## config.mk

```make
export PLATFORM = sky130hd
export DESIGN_NAME = math_result_fifo
export DESIGN_NICKNAME = d
export VERILOG_FILES = /design/src/rtl/math_result_fifo_pkg.sv /design/src/rtl/math_result_mem.sv /design/src/rtl/math_result_fifo.sv
export SDC_FILE = /design/constraint.sdc
export NUM_CORES = 1
export LEC_CHECK = 0
export ABC_AREA = 1
export CAP_MARGIN = 30
export CORE_UTILIZATION = 50
export DETAILED_ROUTE_END_ITERATION = 7
export PLACE_DENSITY = 0.74
export SETUP_SLACK_MARGIN = 0.2
export SYNTH_ARGS = -nofsm -noshare
export SYNTH_HDL_FRONTEND = slang
export SYNTH_SLANG_ARGS = --single-unit
```

## constraint.sdc

```tcl
create_clock -name clk -period 3.95 [get_ports clk]
set_input_delay 0.395 -clock clk [delete_from_list [all_inputs] [get_ports clk]]
set_output_delay 0.395 -clock clk [all_outputs]
set_load 0.005 [all_outputs]
```

## src/rtl/math_result_fifo_pkg.sv

```systemverilog
// Shared definitions for the math result path: result width and the packed
// FIFO entry layout {rmd, q}, used by the upstream and downstream blocks.
package math_result_fifo_pkg;

    localparam int W_DEFAULT     = 32;
    localparam int DEPTH_DEFAULT = 4;

    function automatic int calc_qw(input int w);
        return 2 * w + 4;
    endfunction

    // Entry is {rmd, q}: the remainder bit sits above the quotient.
    function automatic int entry_w(input int w);
        return calc_qw(w) + 1;
    endfunction

endpackage

```

## src/rtl/math_result_mem.sv

```systemverilog
// Result storage: DEPTH x DW register array with one synchronous write port
// and one asynchronous read port.
module math_result_mem #(
    parameter int DW    = 69,
    parameter int DEPTH = 4,
    localparam int AW   = $clog2(DEPTH)
) (
    input  logic          clk,
    input  logic          we,
    input  logic [AW-1:0] waddr,
    input  logic [DW-1:0] wdata,
    input  logic [AW-1:0] raddr,
    output logic [DW-1:0] rdata
);

    logic [DW-1:0] mem [DEPTH];

    always_ff @(posedge clk) begin
        if (we) begin
            mem[waddr] <= wdata;
        end
    end

    assign rdata = mem[raddr];

endmodule

```

## src/rtl/math_result_fifo.sv

```systemverilog
// Show-ahead FIFO turning the expression pipeline's done tick into a
// valid/ready stream. Define MATH_RESULT_FIFO_STATS_EN for odd/drop counters.
module math_result_fifo
    import math_result_fifo_pkg::*;
#(
    parameter int W     = W_DEFAULT,
    parameter int DEPTH = DEPTH_DEFAULT,
    localparam int QW   = calc_qw(W),
    localparam int AW   = $clog2(DEPTH)
) (
    input  logic          clk,
    input  logic          reset,
    input  logic          in_valid,
    input  logic [QW-1:0] in_q,
    input  logic          in_rmd,
    output logic          out_valid,
    input  logic          out_ready,
    output logic [QW-1:0] out_q,
    output logic          out_rmd,
    output logic [AW:0]   count,
    output logic          full,
    output logic          empty,
    output logic          overflow
`ifdef MATH_RESULT_FIFO_STATS_EN
    ,
    output logic [15:0]   odd_cnt,
    output logic [15:0]   drop_cnt
`endif
);

    localparam int          EW       = entry_w(W);
    localparam logic [AW:0] FULL_CNT = (AW + 1)'(DEPTH);

    logic [AW-1:0] wr_ptr;
    logic [AW-1:0] rd_ptr;
    logic [AW:0]   count_r;
    logic          overflow_r;
    logic [QW-1:0] last_q;
    logic          last_rmd;
    logic [EW-1:0] head;
    logic          push;
    logic          pop;
    logic          drop;

    // Handshake: the head transfers on any edge where out_valid && out_ready;
    // out_ready is ignored while out_valid is low. Upstream cannot stall, so a
    // tick arriving while full without a same-edge pop is dropped.
    assign full      = (count_r == FULL_CNT);
    assign empty     = (count_r == '0);
    assign out_valid = !empty;
    assign count     = count_r;
    assign overflow  = overflow_r;
    assign pop       = out_valid && out_ready;
    assign push      = in_valid && (!full || pop);
    assign drop      = in_valid && full && !pop;

    math_result_mem #(
        .DW    (EW),
        .DEPTH (DEPTH)
    ) u_mem (
        .clk   (clk),
        .we    (push),
        .waddr (wr_ptr),
        .wdata ({in_rmd, in_q}),
        .raddr (rd_ptr),
        .rdata (head)
    );

    always_ff @(posedge clk) begin
        if (reset) begin
            wr_ptr     <= '0;
            rd_ptr     <= '0;
            count_r    <= '0;
            overflow_r <= 1'b0;
            last_q     <= '0;
            last_rmd   <= 1'b0;
        end else begin
            if (push) begin
                wr_ptr <= wr_ptr + 1'b1;
            end
            if (pop) begin
                rd_ptr   <= rd_ptr + 1'b1;
                last_q   <= head[QW-1:0];
                last_rmd <= head[QW];
            end
            case ({push, pop})
                2'b10:   count_r <= count_r + 1'b1;
                2'b01:   count_r <= count_r - 1'b1;
                default: count_r <= count_r;
            endcase
            if (drop) begin
                overflow_r <= 1'b1;
            end
        end
    end

    // When empty, keep presenting the most recently consumed head.
    assign out_q   = out_valid ? head[QW-1:0] : last_q;
    assign out_rmd = out_valid ? head[QW]     : last_rmd;

`ifdef MATH_RESULT_FIFO_STATS_EN
    always_ff @(posedge clk) begin
        if (reset) begin
            odd_cnt  <= '0;
            drop_cnt <= '0;
        end else begin
            if (push && in_rmd && (odd_cnt != 16'hFFFF)) begin
                odd_cnt <= odd_cnt + 16'd1;
            end
            if (drop && (drop_cnt != 16'hFFFF)) begin
                drop_cnt <= drop_cnt + 16'd1;
            end
        end
    end
`endif

endmodule
```

### Word-level counts from Yosys, hierarchy flattened

Memories as Yosys holds them, arrays and structs flattened. A register that Yosys moved wholly into a read port is not among the register bits.
Index checks and enable logic that the tools add are counted.

| operators by class | value |
|---|---|
| add/sub/neg operators | 4 |
| equality and inequality tests | 3 |
| muxes and demuxes | 7 |
| reduce and logical (&&, ||, !) cells | 10 |

Operator list:

| cell | count |
|---|---|
| 68-bit two-way mux | 1 |
| 3-bit case mux with 2 select lines | 1 |
| 2-bit by 1-bit adder with 2-bit output (second input constant) | 2 |
| 1-bit logical AND | 4 |
| 2-bit two-way mux | 2 |
| 3-bit by 1-bit adder with 3-bit output (second input constant) | 1 |
| 3-bit equality test (second input constant) | 1 |
| 1-bit zero test | 3 |
| 3-bit zero test | 1 |
| 1-bit two-way mux | 3 |
| 3-bit by 1-bit subtractor with 3-bit output (second input constant) | 1 |
| 2-bit by 1-bit equality test with 1-bit output (second input constant) | 1 |
| 2-bit equality test (second input constant) | 1 |
| 2-bit nonzero test | 1 |
| 1-bit logical OR | 1 |

| storage, ports and cells | value |
|---|---|
| register bits after elaboration | 77 |
| bits in writable memories | 276 |
| bits of input ports | 73 |
| logic and storage cells | 31 |
| memories kept | 1 |

Memory list:

| memory | depth | bits a word | read ports | clocked after memory_dff | wr ports | line | RTL |
|---|---|---|---|---|---|---|---|
| u_mem.mem | 4 | 69 | 1 | 1 | 1 | math_result_mem.sv:16 | `logic [DW-1:0] mem [DEPTH];` |

### Depth between registers and ports, before layout

| depth | value |
|---|---|
| depth in word-level cells | 7 |
| depth in mapped cells | 11 |
| mapped depth without buffers | 11 |

### By module

Synthesis repeated with hierarchy kept, for this count alone.

| second synthesis, totals | value |
|---|---|
| cells, all modules | 1671 |
| area, all modules | 15263.4 µm² |

Modules (own cells, without submodules):

| module | instances | cells each | area an instance (µm²) | seq. area each (µm²) |
|---|---|---|---|---|
| math_result_mem | 1 | 1089 | 11596.1 | 8287.9 |
| math_result_fifo | 1 | 582 | 3667.3 | 1541.5 |

### Worst setup path before layout

OpenSTA, ideal clock, no wires.

| timing | value |
|---|---|
| path type | reg2reg |
| start | register count_r[0] (netlist: count[0]) |
| end | memory u_mem.mem[0][0], enable pin |
| arrival | 3.545 ns |
| required time | 3.453 ns |
| setup slack | -0.092 ns |
| cell stages (with the launch flop) | 5 |
| path buffers | 0 |
| clock period less this slack | 4.042 ns |
| path through | dfxtp_1 nor2_2 nand3_1 nand2_1 nor2_1 |

| on the way | value |
|---|---|
| word-level cells in the longest chain between the ends | 7 |

Ends and longest elaborated chain:

| element | line | RTL |
|---|---|---|
| start, declared | math_result_fifo.sv:36 | `logic [AW:0] count_r;` |
| start signal, assigned | math_result_fifo.sv:87 | `2'b10: count_r <= count_r + 1'b1;` |
| start signal, assigned | math_result_fifo.sv:88 | `2'b01: count_r <= count_r - 1'b1;` |
| start signal, assigned | math_result_fifo.sv:89 | `default: count_r <= count_r;` |
| 3-bit zero test | math_result_fifo.sv:49 | `assign empty = (count_r == '0);` |
| 1-bit zero test | math_result_fifo.sv:50 | `assign out_valid = !empty;` |
| 1-bit logical AND | math_result_fifo.sv:53 | `assign pop = out_valid && out_ready;` |
| 1-bit logical OR * | math_result_fifo.sv:54 | `assign push = in_valid && (!full \|\| pop);` |
| 1-bit logical AND * | math_result_fifo.sv:54 |  |
| 1-bit two-way mux * | math_result_mem.sv:19 | `if (we) begin` |
| 1-bit two-way mux (not written as such) * | math_result_mem.sv:20 | `mem[waddr] <= wdata;` |
| end, declared | math_result_mem.sv:16 |  |

Mark *: on every way between the ends. The rest lies on a longest branch, timed or not.

==> results.toml <==
[worst_setup_path]
crit_fanout = 69
setup.worst_path.start_class = "flip-flop"
worst-path-buf-inv = 2
critPathCaptureType = "output pin"
critical_path.top_delay_family = "buffers and inverters"
longest_individual_stage_delay_on_the_worst_path_ns = 0.59
crit_type = "reg -> out"
worst-endpoint-required_ns = 3.56
cp_cell_sequence = "buf_4 -> o21ai_0 -> o22a_1 -> o21ai_1 -> clkdlybuf4s50_1"
crit_path_top_delay_cell = "buf_4"
worst-endpoint-arrival_ns = 2.85

[clock_tree]
clock_tree_from_tritoncts = "yes"
cts_buffer_depth = 3
cts_made_buffers = 37
root_buffer = "clkbuf_16"
cts_htree_levels = 2
post_cts_resize_count = 0
path_clk_slew_ns = 0.06
post_cts_hold_buffer_count = 0
cts_setup_buffers = 0
clkLatencyLatePin_ns = 0.52
clock_sink_count = 355

[final_layout]
final_net_count = 1330
syn2layout_area_growth_pct = 21.4
nFillCells = 2017
post_route_cells_drive_above_1_share_pct = 6.87
final_core_util_pct = 62.0

[placed_design]
dp_hpwl_um = 17700
buffer_ports.inserted = 148
gp_congestion = 0.759

[sta]
rsz0062_at_grt = "no"
timing_hold_violations_final = 0
finalSetupViolations = 0
final.setup_skew_ns = 0.0152
fin_crit_sh_pct = 82.1
timing.fmax_mhz = 308
fin_crit_ns = 3.24
finalMaxSlewViolations = 0
finalHoldWorstSlack_ns = 0.475
timing.max_slew.rel_slack_pct = 42.8
timing_worst_slew_pin_value_ns = 0.858

[yosys]
synth_adder_area_share_pct = 0.509
synth.most_common_cell = "edfxtp_1"
synth.ff_latch_count = 355
netlist_top_cells_count = "edfxtp_1 (276), o21ai_0 (174), nor2_1 (150)"
synth_edf_count = 276
yosys.area_share.xor_xnor_pct = 0.0637
synth_largest_area_cell = "edfxtp_1"
synth_top_cell_area_share_pct = 60.3
yosys-top-cells-area = "edfxtp_1 (60%), dfxtp_1 (11%), o21ai_0 (6.3%)"
synth.yosys.warnings = 0
synth-simple-area-share_pct = 6.58
yosysSeqAreaShare_pct = 71.8
mappedNetlistNets = 1202
ys_types = 23
synthArstFlopShare_pct = 0
synth-compound-area-share_pct = 17.3
syn-mean-instance-area_sq_um = 12.2
largest_family_of_logic_cells_by_synthesized_area = "compound AO/OA/AOI/OAI gates"
synthMuxAreaShare_pct = 0
synth_ff_type = "edfxtp_1"
post_synth_inst_count = 1124
syn-cell-area_sq_um = 13800

[route]
route.detailed.vias_per_inst = 5.68
detail_route.drc_violations = 0
avgRoutedWirePerCell_um = 18.7
final_antenna_net_count = 0
vias = 9221
detail_route.first_pass.iterations = 5
wirelength_um = 30400
drt_iter0_drc = 1014

[die]
die_area_sq_um = 28200
floorplan.io_pins = 149
initial_utilization_pct = 51.0
die_width_um = 168
row_count = 60
die_height_um = 168
core-area_sq_um = 27000

[run]
drv_cap = 0

[global_route]
global_route_wire_length_before_repair_um = 47300
global_route.usage.total_pct = 21.6
global_route.overflow_total = 0
grt_antenna_before_repair = 0
pin_count_of_the_biggest_net_entering_global_routing = 139
via_count_of_the_first_global_routing_pass = 8966

[min_path]
hold_path_class = "reg -> reg"

[power]
p_leak_uw = 0.00566
vdd_drop_max_uv = 613
power.density_nw_per_um2 = 625

[outcome]
status = "finished clean"
-- worst register-to-register path, cell delays in order (launching register included) --
cell and delay, ns:
dfxtp_1 0.38, inv_1 0.10, nand2_2 0.13, nand2_2 0.14, inv_4 0.66, buf_4 0.41
o21ai_0 0.14, a21oi_1 0.16
-- layer usage --
metal	track usage, %	share of wire (%)	up-vias
met1	28.2	42	4494
met5	0	0	-
met4	7.58	2.2	0
li1	-	-	4372
met3	3.43	6.3	44
met2	36.8	50	311
-- per-stage QoR --
stage | instances | worst slack (ns) | cell area [sq um] | total power [uW] | TNS [ns]
after floorplan | 1124 | -0.0916 | 13800 | 5960 | -25.29
after global placement | 1554 | 1.29 | 15500 | 7070 | 0
after detailed placement | 1554 | 1.24 | 15500 | 7140 | 0
after CTS | 1622 | 0.738 | 16700 | 10500 | 0
after global routing | 1622 | 0.616 | 16700 | 10900 | 0
final | 1623 | 0.706 | 16700 | 10400 | 0
-- final timing paths --
check | start | to | slack, ns | cells after the start
max | flip-flop | out_q[0] | 0.71 | 5
min | overflow | overflow | 0.48 | 1
max reg2reg | count[2] | last_q[6] | 1.77 | 7
min reg2reg | overflow | overflow | 0.48 | 1
-- power by group --
group          internal [uW]  switching, uW
Sequential              4370            119
Clock                   2000           1370
Combinational           1170           1410
Total                   7540           2900
-- cell usage in the layout, fill, tap and decap left out, types with 2 or more instances in the layout --
cell / instances
a21oi_1: 75
buf_12: 6
buf_4: 17
bufinv_16: 3
clkbuf_1: 7
clkbuf_16: 39
clkdlybuf4s50_1: 148
clkinv_1: 10
clkinv_2: 7
dfxtp_1: 77
edfxtp_1: 276
ha_1: 4
inv_1: 16
inv_2: 2
inv_4: 3
inv_6: 2
nand2_1: 76
nand2_2: 2
nand3_1: 5
nand4_1: 2
nor2_1: 146
nor2_4: 4
o21ai_0: 174
o21ai_1: 105
o22a_1: 69
-- registers in the layout, indices dropped and copies added (netlist names), named ones only --
| register | cells |
|---|---|
| count | 3 |
| last_q | 68 |
| last_rmd | 1 |
| overflow | 1 |
| rd_ptr | 2 |
| u_mem.mem | 276 |
| wr_ptr | 2 |
-- cells by family after synthesis --
group                    count (synthesis)
flip-flops                             355
buffers and inverters                  103
AO/OA/AOI/OAI                          424
XOR/XNOR                                 1
AND/OR/NAND/NOR                        236
adder cells (fa/ha/maj)                  5
-- final cells by class --
class	instances	area, sq um	area share [%]
Clock inverter	22	180	1.08
Inverter	21	86.3	0.517
Clock buffer	46	1000	6.00
Sequential cell	355	9870	59.1
Antenna cell	1	2.50	0.0150
Multi-Input combinational cell	666	3400	20.3
Timing Repair Buffer	171	1730	10.4
Tap cell	341	427	2.56
Note: power is estimated with default switching activity, not from simulation.
==> patch (same settings) <==
Set the package constant `DEPTH_DEFAULT` to 2 (it was 4).
--- a/src/rtl/math_result_fifo_pkg.sv
+++ b/src/rtl/math_result_fifo_pkg.sv
@@ -4,5 +4,5 @@
 
     localparam int W_DEFAULT     = 32;
-    localparam int DEPTH_DEFAULT = 4;
+    localparam int DEPTH_DEFAULT = 2;
 
     function automatic int calc_qw(input int w);
Ports: changed (resized count); port bits go from 149 to 148. The function was not compared with the original's and may differ.
==> patch against the unedited design <==
  * Cell area shrank 35%
  * Cell count fell by 25%
  * Sequential power shrank 42%
  * Global-route usage fell by 2.3 points
  * Wire length down 45%
  * Non-clock buffer count decreased by 15
  * Total power down 48%
  * Area after synthesis decreased by 37%
  * Worst setup slack better by 0.058 ns
  * Sequential cell count down 142
  * Combinational power decreased by 68%
  * Critical path type unchanged
  * Largest cell class unchanged
==> patch: results (changes against the unedited design) <==
INFO  metric yosys.area_share.adder = 0% (-0.51 points)
INFO  metric grt_max_degree = 78 (-44%)
INFO  metric synth_area_in_compound_gates = 17.7% (+0.40 points)
INFO  metric via_per_inst = 4.93 (-13%)
INFO  metric skew = 0.00684 ns (-0.00836 ns)
INFO  metric synth.top_cells.by_area = edfxtp_1 48%, dfxtp_1 17%, o21ai_0 9.9%, inv_1 6.2%, nand2_1 6.2%
INFO  metric outcome = finished, final reports clean
INFO  metric clock_latency = 0.49 ns (-0.03 ns)
INFO  metric detailed_place_hpwl = 10400 µm (-41%)
INFO  metric first_global_vias = 5672 (-37%)
INFO  metric critical_path.max_stage_delay = 0.57 ns (-0.02 ns)
INFO  metric netlist_top_cells_count = 170 x o21ai_0, 143 x inv_1, 143 x nand2_1
INFO  metric slowest_stage = dfxtp_1
INFO  metric drt_iter0_markers = 335 (-67%)
INFO  metric port_buffers = 147 (-0.68%)
INFO  metric routed_wirelength = 16700 µm (-45%)
INFO  metric synth-xor-area-share = 0% (-0.064 points)
INFO  metric final_layout_size_suffix_gt1_share = 6.85% (-0.022 points)
INFO  metric first_pass_grt_wire_length = 27300 µm (-42%)
INFO  metric synth-edff-count = 138 (-50%)
INFO  metric syn-num-nets = 923 (-23%)
INFO  metric cts-buffers-inserted = 22 (-41%)
INFO  metric post_dp_cell_area = 10200 µm² (-34%)
INFO  metric power.leakage = 3.96 nW (-30%)
INFO  metric highest_net_fanout_along_the_worst_path = 77 (+12%)
INFO  metric placement.setup.worst_slack = 1.26 ns (+0.0239 ns)
INFO  metric cts.htree.levels = 1 (-1)
patch: cell count changes after synthesis, sizes merged, moves of 6 or more:
cell    unedited run  this run
o21ai            279       211
buf               41        35
nand2             78       143
clkbuf            41        18
o22a              69         0
nor2             151         7
inv               21       144
edfxtp           276       138
patch: power groups by stage:
stage	Combinational (mW)	Clock [mW]	Sequential [mW]
global route	0.937	2.12	2.60
floorplan	0.451	0	2.61
finish	0.836	1.99	2.59
detailed placement	0.840	0	2.64
CTS	0.847	2.02	2.59
global placement	0.826	0	2.63
patch: layout make-up:
type	count	area (µm²)	share of cell area, %
clock inverters	2	8.76	0.0804
repair buffers	156	1580	14.5
well taps	220	275	2.53
inverters	144	543	4.99
clock buffers	38	703	6.46
flip-flops and latches	213	5650	51.9
multi-input cells	440	2140	19.6
patch: worst paths after layout:
check / startpoint / end / slack, ns / cells after the start
setup / recovery: count[0] / out_q[53] / 0.76 / 6
hold / removal: rd_ptr / register / 0.45 / 1
setup reg to reg: count[0] / u_mem.mem[0][6] / 1.74 / 5
hold reg to reg: rd_ptr / register / 0.45 / 1
patch: kinds of logic (layout without fill, tap and decap cells):
group	count (synthesis)	count (layout)
buffers and inverters	197	340
AOI/OAI and AO/OA	287	287
and+or+nand+nor	153	153
DFF	213	213
patch: through the flow:
step	total power, mW	hold slack (ns)	cells
floorplan	3.06	0.425	850
global route	5.66	0.461	1213
global placement	3.46	0.424	1173
finish	5.41	0.445	1213
CTS	5.46	0.444	1213
detailed placement	3.48	0.432	1173
patch: layer usage:
metal  vias up  share of wire (%)  track usage [%]
met5         -                  0                0
met4         0                2.4             6.25
met3        30                5.4             3.69
met2       143                 50             33.9
met1      2737                 43             24.1
li1       3067                  -                -
